**src/rtl/fir_stim_gen_if.sv**
```systemverilog
// Bus between the FIR stimulus generator and whoever commands it.
//
// Handshake: start is a single-cycle request. It is taken only while the
// generator is idle (busy low); a start raised while busy is high, which
// includes the cycle done is high, is dropped without side effects. On the
// output side x_valid qualifies x_out and sample_idx in every cycle it is
// high. There is no backpressure: the consumer must take one sample per
// clock while x_valid is high.
interface fir_stim_gen_if #(
    parameter int DATA_W = 16,
    parameter int LEN_W  = 16
);
    logic                     start;
    logic [1:0]               mode;
    logic signed [DATA_W-1:0] amp;
    logic [LEN_W-1:0]         length;
    logic [7:0]               lead_zeros;
    logic signed [DATA_W-1:0] x_out;
    logic                     x_valid;
    logic [LEN_W-1:0]         sample_idx;
    logic                     busy;
    logic                     done;
    logic [1:0]               state_dbg;

    modport master (
        output start, mode, amp, length, lead_zeros,
        input  x_out, x_valid, sample_idx, busy, done, state_dbg
    );

    modport slave (
        input  start, mode, amp, length, lead_zeros,
        output x_out, x_valid, sample_idx, busy, done, state_dbg
    );
endinterface

```
**src/rtl/fir_stim_gen.sv**
```systemverilog
// Test-pattern source for the 16-tap FIR sample input. Emits lead zeros,
// a burst (impulse / step / PRBS / square) and a fixed run of tail zeros,
// one sample per clock. Samples are computed from the next state so the
// first sample is visible right after the edge that accepts start.
module fir_stim_gen #(
    parameter int          DATA_W     = 16,
    parameter int          LEN_W      = 16,
    parameter logic [15:0] LFSR_SEED  = 16'hACE1,
    parameter int          SQ_HALF    = 8,
    parameter int          TAIL_ZEROS = 16
) (
    input logic           clk,
    input logic           rst,
    fir_stim_gen_if.slave bus
);
    typedef enum logic [1:0] {S_IDLE, S_PRE, S_RUN, S_TAIL} state_t;

    localparam int SQ_W   = (SQ_HALF > 1) ? $clog2(SQ_HALF) : 1;
    localparam int TAIL_W = (TAIL_ZEROS > 1) ? $clog2(TAIL_ZEROS) : 1;
    localparam logic [SQ_W-1:0]   SQ_LAST   = SQ_W'(SQ_HALF - 1);
    localparam logic [TAIL_W-1:0] TAIL_LAST = TAIL_W'(TAIL_ZEROS - 1);
    localparam logic [15:0]       LFSR_TAPS = 16'hB400;
    localparam logic signed [DATA_W-1:0] AMP_MIN = {1'b1, {(DATA_W-1){1'b0}}};
    localparam logic signed [DATA_W-1:0] AMP_MAX = {1'b0, {(DATA_W-1){1'b1}}};

    state_t state_q, state_nxt;

    // Command fields captured on an accepted start
    logic [1:0]               mode_q;
    logic signed [DATA_W-1:0] amp_q;
    logic [LEN_W-1:0]         len_q;
    logic [7:0]               lead_q;

    // Per-phase counters: index of the sample currently on x_out
    logic [7:0]        pre_cnt, pre_nxt;
    logic [LEN_W-1:0]  run_cnt, run_nxt;
    logic [TAIL_W-1:0] tail_cnt, tail_nxt;

    // Pattern state
    logic [15:0]              lfsr_q, lfsr_nxt, lfsr_e;
    logic                     sq_neg_q, sq_neg_nxt, sq_neg_e;
    logic [SQ_W-1:0]          sq_cnt_q, sq_cnt_nxt, sq_cnt_e;
    logic [1:0]               mode_e;
    logic signed [DATA_W-1:0] amp_e, neg_amp;
    logic signed [DATA_W-1:0] x_q, x_nxt;

    logic accept, pre_last, run_last, tail_last;

    assign accept    = (state_q == S_IDLE) && bus.start;
    assign pre_last  = (pre_cnt == lead_q - 8'd1);
    assign run_last  = (run_cnt == len_q - LEN_W'(1));
    assign tail_last = (tail_cnt == TAIL_LAST);

    // State register
    always_ff @(posedge clk) begin
        if (rst) state_q <= S_IDLE;
        else     state_q <= state_nxt;
    end

    // Next-state decode; empty phases are skipped straight away
    always_comb begin
        state_nxt = state_q;
        case (state_q)
            S_IDLE: begin
                if (bus.start) begin
                    if (bus.lead_zeros != 8'd0) state_nxt = S_PRE;
                    else if (bus.length != '0)  state_nxt = S_RUN;
                    else                        state_nxt = S_TAIL;
                end
            end
            S_PRE:   if (pre_last)  state_nxt = (len_q != '0) ? S_RUN : S_TAIL;
            S_RUN:   if (run_last)  state_nxt = S_TAIL;
            S_TAIL:  if (tail_last) state_nxt = S_IDLE;
            default: state_nxt = S_IDLE;
        endcase
    end

    // Next sample, counters and pattern state for the state being entered;
    // on an accepting edge the live inputs and seed stand in for the latches
    always_comb begin
        mode_e   = accept ? bus.mode : mode_q;
        amp_e    = accept ? bus.amp  : amp_q;
        lfsr_e   = accept ? LFSR_SEED : lfsr_q;
        sq_neg_e = accept ? 1'b0 : sq_neg_q;
        sq_cnt_e = accept ? '0 : sq_cnt_q;
        neg_amp  = (amp_e == AMP_MIN) ? AMP_MAX : -amp_e;

        pre_nxt  = (state_nxt == S_PRE  && state_q == S_PRE)  ? pre_cnt + 8'd1 : 8'd0;
        run_nxt  = (state_nxt == S_RUN  && state_q == S_RUN)  ? run_cnt + LEN_W'(1) : '0;
        tail_nxt = (state_nxt == S_TAIL && state_q == S_TAIL) ? tail_cnt + TAIL_W'(1) : '0;

        x_nxt      = '0;
        lfsr_nxt   = lfsr_e;
        sq_neg_nxt = sq_neg_e;
        sq_cnt_nxt = sq_cnt_e;
        if (state_nxt == S_RUN) begin
            case (mode_e)
                2'd0: x_nxt = (run_nxt == '0) ? amp_e : '0;
                2'd1: x_nxt = amp_e;
                2'd2: begin
                    x_nxt    = DATA_W'($signed(lfsr_e));
                    lfsr_nxt = {1'b0, lfsr_e[15:1]} ^ (lfsr_e[0] ? LFSR_TAPS : 16'h0000);
                end
                default: begin
                    x_nxt = sq_neg_e ? neg_amp : amp_e;
                    if (sq_cnt_e == SQ_LAST) begin
                        sq_cnt_nxt = '0;
                        sq_neg_nxt = ~sq_neg_e;
                    end else begin
                        sq_cnt_nxt = sq_cnt_e + SQ_W'(1);
                    end
                end
            endcase
        end
    end

    // Datapath registers: command latch, counters, pattern state, sample
    always_ff @(posedge clk) begin
        if (rst) begin
            mode_q   <= 2'd0;
            amp_q    <= '0;
            len_q    <= '0;
            lead_q   <= 8'd0;
            pre_cnt  <= 8'd0;
            run_cnt  <= '0;
            tail_cnt <= '0;
            lfsr_q   <= LFSR_SEED;
            sq_neg_q <= 1'b0;
            sq_cnt_q <= '0;
            x_q      <= '0;
        end else begin
            if (accept) begin
                mode_q <= bus.mode;
                amp_q  <= bus.amp;
                len_q  <= bus.length;
                lead_q <= bus.lead_zeros;
            end
            pre_cnt  <= pre_nxt;
            run_cnt  <= run_nxt;
            tail_cnt <= tail_nxt;
            lfsr_q   <= lfsr_nxt;
            sq_neg_q <= sq_neg_nxt;
            sq_cnt_q <= sq_cnt_nxt;
            x_q      <= x_nxt;
        end
    end

    // Outputs decode straight from registers
    assign bus.x_out      = x_q;
    assign bus.x_valid    = (state_q != S_IDLE);
    assign bus.busy       = (state_q != S_IDLE);
    assign bus.sample_idx = run_cnt;
    assign bus.done       = (state_q == S_TAIL) && tail_last;
    assign bus.state_dbg  = state_q;
endmodule
```
**src/flat_wrapper.sv**
```systemverilog
// flat-port wrapper written by rule: the top's interface ports become plain ports
module fir_stim_gen_flat 
#(
    parameter int          DATA_W     = 16,
    parameter int          LEN_W      = 16,
    parameter logic [15:0] LFSR_SEED  = 16'hACE1,
    parameter int          SQ_HALF    = 8,
    parameter int          TAIL_ZEROS = 16
)
  (clk, rst, bus_start, bus_mode, bus_amp, bus_length, bus_lead_zeros, bus_x_out, bus_x_valid, bus_sample_idx, bus_busy, bus_done, bus_state_dbg);
  fir_stim_gen_if #(.DATA_W(DATA_W), .LEN_W(LEN_W)) bus_i ();
  input logic clk;
  input logic rst;
  input wire logic [$bits(bus_i.start)-1:0] bus_start;
  input wire logic [$bits(bus_i.mode)-1:0] bus_mode;
  input wire logic [$bits(bus_i.amp)-1:0] bus_amp;
  input wire logic [$bits(bus_i.length)-1:0] bus_length;
  input wire logic [$bits(bus_i.lead_zeros)-1:0] bus_lead_zeros;
  output wire logic [$bits(bus_i.x_out)-1:0] bus_x_out;
  output wire logic [$bits(bus_i.x_valid)-1:0] bus_x_valid;
  output wire logic [$bits(bus_i.sample_idx)-1:0] bus_sample_idx;
  output wire logic [$bits(bus_i.busy)-1:0] bus_busy;
  output wire logic [$bits(bus_i.done)-1:0] bus_done;
  output wire logic [$bits(bus_i.state_dbg)-1:0] bus_state_dbg;
  assign bus_i.start = bus_start;
  assign bus_i.mode = bus_mode;
  assign bus_i.amp = bus_amp;
  assign bus_i.length = bus_length;
  assign bus_i.lead_zeros = bus_lead_zeros;
  assign bus_x_out = bus_i.x_out;
  assign bus_x_valid = bus_i.x_valid;
  assign bus_sample_idx = bus_i.sample_idx;
  assign bus_busy = bus_i.busy;
  assign bus_done = bus_i.done;
  assign bus_state_dbg = bus_i.state_dbg;
  fir_stim_gen #(.DATA_W(DATA_W), .LEN_W(LEN_W), .LFSR_SEED(LFSR_SEED), .SQ_HALF(SQ_HALF), .TAIL_ZEROS(TAIL_ZEROS)) u_core (.clk(clk), .rst(rst), .bus(bus_i));
endmodule
```
**config.mk**
```make
export PLATFORM = sky130hd
export DESIGN_NAME = fir_stim_gen_flat
export DESIGN_NICKNAME = d
export VERILOG_FILES = /design/src/rtl/fir_stim_gen_if.sv /design/src/rtl/fir_stim_gen.sv /design/src/flat_wrapper.sv
export SDC_FILE = /design/constraint.sdc
export NUM_CORES = 1
export LEC_CHECK = 0
export CAP_MARGIN = 20
export CORE_ASPECT_RATIO = 1.5
export CORE_MARGIN = 5
export CORE_UTILIZATION = 60
export CTS_CLUSTER_DIAMETER = 100
export DETAILED_ROUTE_END_ITERATION = 10
export GPL_ROUTABILITY_DRIVEN = 1
export HOLD_SLACK_MARGIN = 0.02
export PLACE_DENSITY = 0.94
export SLEW_MARGIN = 20
export SYNTH_ARGS = -nofsm -noshare
export SYNTH_HDL_FRONTEND = slang
export SYNTH_SLANG_ARGS = --single-unit
export TNS_END_PERCENT = 30
```
**constraint.sdc**
```tcl
create_clock -name clk -period 7.4 [get_ports clk]
set_input_delay 1.48 -clock clk [delete_from_list [all_inputs] [get_ports clk]]
set_output_delay 1.48 -clock clk [all_outputs]
set_load 0.1 [all_outputs]
```
# --- Word-level counts from Yosys, hierarchy flattened ---
# Cells that the tools add are included.
word_totals:
  ff_bits: 108
  inputBits: 45
  output_inout_bits: 37
  elab_cells: 80
classes:
  addsub: 7
  n_eq_ne: 13
  muxes: 27
  bitwise: 5
  reduce_logical: 16
op_table:
  columns: ["cell", "n"]
  rows:
  - ["16-bit two-way mux", 9]
  - ["16-bit one-hot mux with 3 select lines", 1]
  - ["16-bit nonzero test", 2]
  - ["16-bit by 1-bit adder with 16-bit output, second input constant", 1]
  - ["16-bit == test", 1]
  - ["16-bit == test, second input constant", 1]
  - ["16-bit logical NOT", 1]
  - ["16-bit negator", 1]
  - ["16-bit by 1-bit subtractor with 16-bit output, second input constant", 1]
  - ["15-bit by 16-bit bitwise XOR with 16-bit output", 1]
  - ["2-bit two-way mux", 6]
  - ["3-bit two-way mux", 4]
  - ["2-bit == test, second input constant", 5]
  - ["8-bit by 1-bit adder with 8-bit output, second input constant", 1]
  - ["8-bit == test", 1]
  - ["2-bit one-hot mux with 4 select lines", 1]
  - ["8-bit nonzero test", 1]
  - ["8-bit by 1-bit subtractor with 8-bit output, second input constant", 1]
  - ["2-bit by 1-bit == test with 1-bit output, second input constant", 3]
  - ["1-bit two-way mux", 6]
  - ["2-bit OR reduction", 3]
  - ["1-bit logical AND", 5]
  - ["4-bit by 1-bit adder with 4-bit output, second input constant", 1]
  - ["4-bit == test, second input constant", 1]
  - ["other kinds (6)", 10]

# --- Logic depth before layout (Yosys ltp) ---
# Gate-level depths: netlist of run 1.
depth:
  ltp_word: 11
  ltp_mapped: 13
  depth_no_buf: 9

# --- Worst setup path after synthesis of run 1 ---
# No wires, ideal clock.
synth_timing:
  path_kind: "flip-flop to output port"
  start: "reg u_core.state_q[1] (netlist: u_core.bus.state_dbg[1])"
  end: "out bus_done"
  t_arrival_ns: 2.653
  t_required_ns: 5.920
  path_slack_ns: 3.267
  stages_incl_launch_ff: 4
  n_path_buf: 1
  path_cell_list: "dfxtp_1 > buf_2 > nand2_1 > nor2_1"
synth_between:
  elab_chain_len: 2
synth_lines:
  columns: ["item", "line_no", "rtl"]
  rows:
  - ["start: declaration", "fir_stim_gen.sv:26", "state_t state_q, state_nxt;"]
  - ["start signal: assignment", "fir_stim_gen.sv:57", "else state_q <= state_nxt;"]
  - ["2-bit == test", "fir_stim_gen.sv:153", "assign bus.done = (state_q == S_TAIL) && tail_last;"]
  - ["1-bit logical AND", "fir_stim_gen.sv:153", null]
  - ["end: declaration", "flat_wrapper.sv:23", "output wire logic [$bits(bus_i.done)-1:0] bus_done;"]
# Every way passes these cells.

# --- Worst setup path in the final report of run 1 ---
layout_timing:
  start: "in bus_start"
  end: "reg u_core.x_q[4] (netlist: u_core.bus.x_out[4])"
layout_between:
  elab_chain_len: 8
layout_lines:
  columns: ["item", "line_no", "rtl"]
  rows:
  - ["start: declaration", "flat_wrapper.sv:14", "input wire logic [$bits(bus_i.start)-1:0] bus_start;"]
  - ["branches (longest 8 deep; another with 16-bit negator)", null, null]
  - ["end signal: assignment", "fir_stim_gen.sv:144", "x_q <= x_nxt;"]
  - ["end: declaration", "fir_stim_gen.sv:45", "logic signed [DATA_W-1:0] x_q, x_nxt;"]
# Several ways; the timed one is not identified.
# A chain may end at the register's enable or synchronous reset.

==> flow_summary.yaml, run 1 <==
synth:
  yosys-mux-area-fraction_pct: 3.81
  synth.avg_cell_area_um2: 8.07
  syn_inst: 761
  ys_seq_elements: 108
  synth.cell_area_um2: 6140
  yosys.area.top_type: "dfxtp_1"
  ys_top_cells_by_area: "dfxtp_1 35%, a21oi_1 5.2%, xnor2_1 5.0%"
  synth_simple_gate_area_share_pct: 25.1
  synth_edf_count: 0
  synth_xor_area_share_pct: 8.56
  synth_compound_area_share_pct: 20.8
  ys_seq_area_share_pct: 35.2
  synth_fa_ha_area_share_pct: 1.63
  synth_ff_type: "dfxtp_1"
  synth.distinct_cells: 72
  synthesis.nets: 814
  yosysTopAreaCellShare_pct: 35.2
  ys.warnings.count: 0
  synth_top_family_by_area: "simple AND/OR/NAND/NOR gates"
  async_flop_share_pct: 0
routing:
  drt-total-wl_um: 17500
  drt_iter0_drc: 492
  via_per_inst: 6.58
  dr_total_vias: 6045
  drtAntennaViolNets: 0
  wl_per_cell_um: 19.1
  route.detailed.drc: 0
  drt_first_pass_iters: 5
setup_path:
  r2r-end: "u_core.bus.x_out[4]"
  cpMaxStageDelayCell: "or3b_2"
  r2r_cells: 9
  path_max_fanout: 50
  cp_top_family: "simple AND/OR/NAND/NOR gates"
  worst-path-buf-inv: 1
  end_kind: "flop"
  worstSetupStartpointType: "input pin"
  rrSetupSlack_ns: 3.50
  rr_startpoint: "u_core.len_q[0]"
  cpPeakStageDelay_ns: 0.90
  cp_cell_sequence: "clkdlybuf4s50_1 -> or3b_2 -> nand2_1 -> nor4_1 -> a21oi_2 -> a221oi_1 -> a21oi_1 -> a211oi_1"
  required_ns: 7.65
  cp.arrival_ns: 5.12
  worstSetupPathType: "input pin to flop"
sta:
  timing_hold_violations_final: 0
  slew_headroom_pct: 29.5
  worst_clock_skew_ns: 0.0119
  final.setup.tns_ns: 0
  timing.final.ws_setup_ns: 2.52
  fin_crit_sh_pct: 65.9
  finalMaxSlewViolations: 0
  period_needed_ns: 4.88
  worst_slew_pin_slew_ns: 1.06
  rsz0062_at_grt: "false"
  clock.fmax_mhz: 205
  setup_violations: 0
flow_run:
  max_cap_viol_count: 0
finish:
  stdcell_area_um2: 7120
  syn_to_final_growth_pct: 16.1
  nNetsFinal: 851
  layout_commonest_cell: "dfxtp_1"
  finish.utilization_pct: 70.7
  final_cell_mix: "108 x dfxtp_1, 80 x clkdlybuf4s50_1, 79 x nor2_1"
  multi_input_area_um2: 3680
  register_area_um2: 2160
  drive_gt1_share_pct: 6.24
  fillers: 765
  antenna_cells: 0
global_routing:
  grt_use_total_pct: 28.0
  antenna_found_initial: 0
  grt.overflow.total: 0
  grt_max_degree: 60
  grt_pass1_vias: 5798
  grt_pass1_wl_um: 28000
die:
  rows: 45
  core_um2: 10100
  die_w_um: 92.6
  dieHeight_um: 134
  ioPinCount: 82
  initial_core_util_pct: 60.9
  die_area_um2: 12400
placed_design:
  port_buffers: 81
  dp_slack_ns: 2.25
  placed_cell_area_um2: 6870
  post-dp-hpwl_um: 12600
  gp_congestion: 0.969
cts:
  cts_root_buffer: "clkbuf_16"
  post_cts_buffers: 0
  cts_tree: "done"
  postCtsHoldBufs: 0
  cts_buffers: 9
  clock_latency_ns: 0.35
  htree_levels: 3
  cts_sinks: 108
  clk_path_buf_depth: 2
  post_cts_resize_count: 0
  clk_pin_slew_ns: 0.07
pwr:
  power_leakage_nw: 2.49
  ir_worst_vdd_v: 0.000149
  power.total_mw: 1.62
  powerDensity_nw_per_um2: 227
min_path:
  hold_start: "u_core.tail_cnt[0]"
  hp-class: "flop to flop"
  min_to: "u_core.tail_cnt[0]"
  min_path_cells: 1
outcome:
  run_status: "finished clean"
==> routing by layer <==
metal	up-vias	wire length (um)	GRT usage [%]
met5	-	0	0
met3	75	1080	4.49
li1	2820	-	-
met4	0	1030	17.9
met1	2840	6540	31.1
met2	310	8890	49.2
==> registers in the layout, indices dropped and copies added, names as in the netlist <==
name                   flops
u_core.bus.state_dbg       2
u_core.tail_cnt            4
u_core.lead_q              8
u_core.len_q              16
u_core.pre_cnt             8
u_core.bus.sample_idx     16
u_core.lfsr_q             16
u_core.mode_q              2
u_core.amp_q              16
u_core.sq_neg_q            1
u_core.bus.x_out          16
u_core.sq_cnt_q            3
==> where the power goes <==
part           switching [mW]  leakage (nW)  internal [mW]
Sequential             0.0430         0.878          0.616
Combinational           0.334          1.49          0.175
Clock                   0.221         0.122          0.227
==> cells in the mapped netlist (11+ instances only) <==
| master | number |
|---|---|
| dfxtp_1 | 108 |
| nor2_1 | 79 |
| nand2_1 | 75 |
| a21oi_1 | 64 |
| clkbuf_1 | 41 |
| nand3_1 | 40 |
| xnor2_1 | 35 |
| o21ai_0 | 27 |
| xor2_1 | 25 |
| mux2i_1 | 20 |
| nor3_1 | 17 |
| nor4_1 | 16 |
| a31oi_1 | 13 |
| and2_1 | 12 |
| inv_1 | 12 |
| buf_2 | 11 |
==> per-stage QoR <==
step | cells | hold WS, ns
final | 918 | 0.459
after floorplan | 761 | 0.418
after global routing | 918 | 0.493
after detailed placement | 904 | 0.446
after global placement | 904 | 0.425
after CTS | 918 | 0.460
==> logic make-up (layout without fill, tap and decap cells) <==
logic type	count (synthesis)	count (layout)
adder cells (fa/ha/maj)	8	8
multiplexers	23	23
buffers and inverters	70	110
flip-flops	108	108
XOR/XNOR	60	60
AND/OR/NAND/NOR	306	306
AO/OA/AOI/OAI	186	186
==> how the worst max path moves through the flow <==
stage	end	slack, ns	from	cells after the start
2_1_floorplan	bus_done	3.27	u_core.bus.state_dbg[1]	3
3_3_place_gp	u_core.bus.x_out[4]	2.22	bus_start	9
3_5_place_dp	u_core.bus.x_out[9]	2.25	bus_start	9
4_1_cts	u_core.bus.x_out[4]	2.58	bus_start	9
5_1_grt	u_core.bus.x_out[12]	2.32	bus_start	10
6_report	u_core.bus.x_out[4]	2.52	bus_start	8
==> area by class of cell <==
cell class	instances	share of cell area, %
Timing Repair Buffer	84	11.6
Clock buffer	11	3.27
Inverter	12	0.632
Multi-Input combinational cell	583	51.7
Clock inverter	3	0.351
Sequential cell	108	30.3
Tap cell	117	2.05
==> worst register-to-register path: stages, from the launching register on <==
cell	delay, ns
dfxtp_1	0.38
inv_1	0.09
ha_1	0.23
or3b_2	0.57
nor3_2	0.33
a31oi_1	0.15
a311oi_1	0.44
nand4_2	0.64
nand2_1	0.79
a211oi_1	0.11
No activity file was read; power rests on OpenSTA's default activity.
==> run 2: changes to the inputs <==
Settings changed: CORE_UTILIZATION 60 to 50, PLACE_DENSITY 0.94 to 0.84.
Clock period 7.4 ns to 4.3 ns, I/O delays scaled along.
==> run 2 against run 1 <==
Net effect: wire length shrank 3.8%; via count down 1.6%; sequential cell count unchanged; non-clock buffer count up 12; cell area increased by 3.0%; register-to-register slack worse by 2.6 ns; sequential power rose by 71%; sequential share of layout area is 0.89 points lower; core utilization shrank 9.6 points; worst hold slack improved by 0.0043 ns; critical path depth is 1 higher; setup slack lost 2.0 ns; critical endpoint is now u_core.bus.x_out[12]; largest cell class unchanged; largest power group unchanged.
==> flow_summary.yaml, run 2 (synthesis gave the netlist of run 1 again) <==
cts:
  cts_root_buffer: "clkbuf_16"
  clk_path_buf_depth: 2
  clock_latency_ns: 0.35
  post_cts_resize_count: 0
  cts_sinks: 108
  post_cts_buffers: 0
  postCtsHoldBufs: 0
  cts_tree: "done"
  clk_pin_slew_ns: 0.07
  cts_buffers: 9
  htree_levels: 3
finish:
  antenna_cells: 0
  layout_commonest_cell: "dfxtp_1"
  drive_gt1_share_pct: 7.99
  nNetsFinal: 863
  syn_to_final_growth_pct: 19.6
  stdcell_area_um2: 7340
  finish.utilization_pct: 61.1
  fillers: 1075
  final_cell_mix: "108 x dfxtp_1, 80 x clkdlybuf4s50_1, 79 x nor2_1"
routing:
  wl_per_cell_um: 17.4
  drt-total-wl_um: 16900
  drtAntennaViolNets: 0
  drt_iter0_drc: 369
  via_per_inst: 6.15
  dr_total_vias: 5947
  route.detailed.drc: 0
  drt_first_pass_iters: 6
die:
  core_um2: 12000
  die_w_um: 100
  ioPinCount: 82
  die_area_um2: 14600
  initial_core_util_pct: 51.1
  dieHeight_um: 146
  rows: 49
global_routing:
  grt_max_degree: 59
  grt_pass1_wl_um: 27500
  grt_pass1_vias: 5672
  grt.overflow.total: 0
  grt_use_total_pct: 23.0
  antenna_found_initial: 0
min_path:
  hold_start: "u_core.tail_cnt[0]"
  hp-class: "flop to flop"
setup_path:
  rr_startpoint: "u_core.len_q[0]"
  worstSetupStartpointType: "input pin"
  cp.arrival_ns: 3.97
  required_ns: 4.54
  cp_cell_sequence: "clkdlybuf4s50_1 -> nor3b_4 -> buf_12 -> mux2_2 -> a2111oi_2 -> a21oi_2 -> o21ai_0 -> a21boi_0 -> a2111oi_1"
  worstSetupPathType: "input pin to flop"
  cpPeakStageDelay_ns: 0.54
  cpMaxStageDelayCell: "clkdlybuf4s50_1"
  critPathLaunch: "bus_start"
  path_max_fanout: 38
  end_kind: "flop"
placed_design:
  post-dp-hpwl_um: 12400
  port_buffers: 81
  gp_congestion: 0.927
  placed_cell_area_um2: 7010
pwr:
  p_int_mw: 1.92
  clkPwrFrac_pct: 31.2
  power_leakage_nw: 2.58
  ir_worst_vdd_v: 0.000245
  power.total_mw: 2.93
  comb_power_share_pct: 30.1
  switching_power_mw: 1.01
  power_switching_share_pct: 34.4
  powerDensity_nw_per_um2: 399
  seq_power_share_pct: 38.7
sta:
  worst_clock_skew_ns: 0.00949
  slew_headroom_pct: 34.1
  rsz0062_at_grt: "false"
  final.setup.tns_ns: 0
  whs_ns: 0.464
  clock.fmax_mhz: 268
  timing_hold_violations_final: 0
  period_needed_ns: 3.73
  fin_crit_sh_pct: 86.9
  finalMaxSlewViolations: 0
  setup_violations: 0
  worst_slew_pin_slew_ns: 0.985
flow_run:
  max_cap_viol_count: 0
outcome:
  run_status: "finished clean"
## run 2: path summary, 6_finish.rpt
check,endpoint,slack [ns],cells after the start
max reg2reg,u_core.bus.x_out[12],0.89,9
min,u_core.tail_cnt[0],0.46,1
max,u_core.bus.x_out[12],0.57,9
min reg2reg,u_core.tail_cnt[0],0.46,1
## run 2: per-layer routing
layer	global-route usage, %	vias to the layer above	share of wire [%]
met3	2.69	44	5.7
met2	41.2	238	52
met4	10.5	0	3.7
met5	0	-	0
met1	26.7	2818	39
li1	-	2847	-
## run 2: area by class of cell
type                    instances  area (um2)  area share, %
clock inverters                 4        72.6          0.989
flip-flops and latches        108        2160           29.5
repair buffers                 96         931           12.7
inverters                      12        45.0          0.614
multi-input cells             583        3680           50.2
well taps                     153         191           2.61
clock buffers                  11         253           3.44
## run 2: metrics by stage
| step | instances | setup WS [ns] |
|---|---|---|
| 2_1_floorplan | 761 | 0.439 |
| 3_5_place_dp | 952 | 0.161 |
| 4_1_cts | 967 | 0.410 |
| 5_1_grt | 967 | 0.350 |
| 3_3_place_gp | 952 | 0.231 |
| 6_report | 967 | 0.565 |
## run 2: worst max-delay path, delay by kind of cell
kind	cells	cell delay [ns]
mux	1	0.40
buf+inv	2	0.82
compound gates	5	1.54
simple gates	1	0.35
## run 2: power groups by stage
stage | combinational [mW] | clock (mW) | sequential (mW)
after floorplan | 0.569 | 0 | 1.22
after global placement | 0.855 | 0 | 1.15
after detailed placement | 0.867 | 0 | 1.15
after CTS | 0.875 | 0.919 | 1.13
after global routing | 0.949 | 0.955 | 1.14
final | 0.882 | 0.913 | 1.13
==> run 3: changes to the inputs <==
Settings changed: CAP_MARGIN 20 to default.
==> results of run 3 <==
The final DEF is identical to that of run 2; final timing and power are the same.
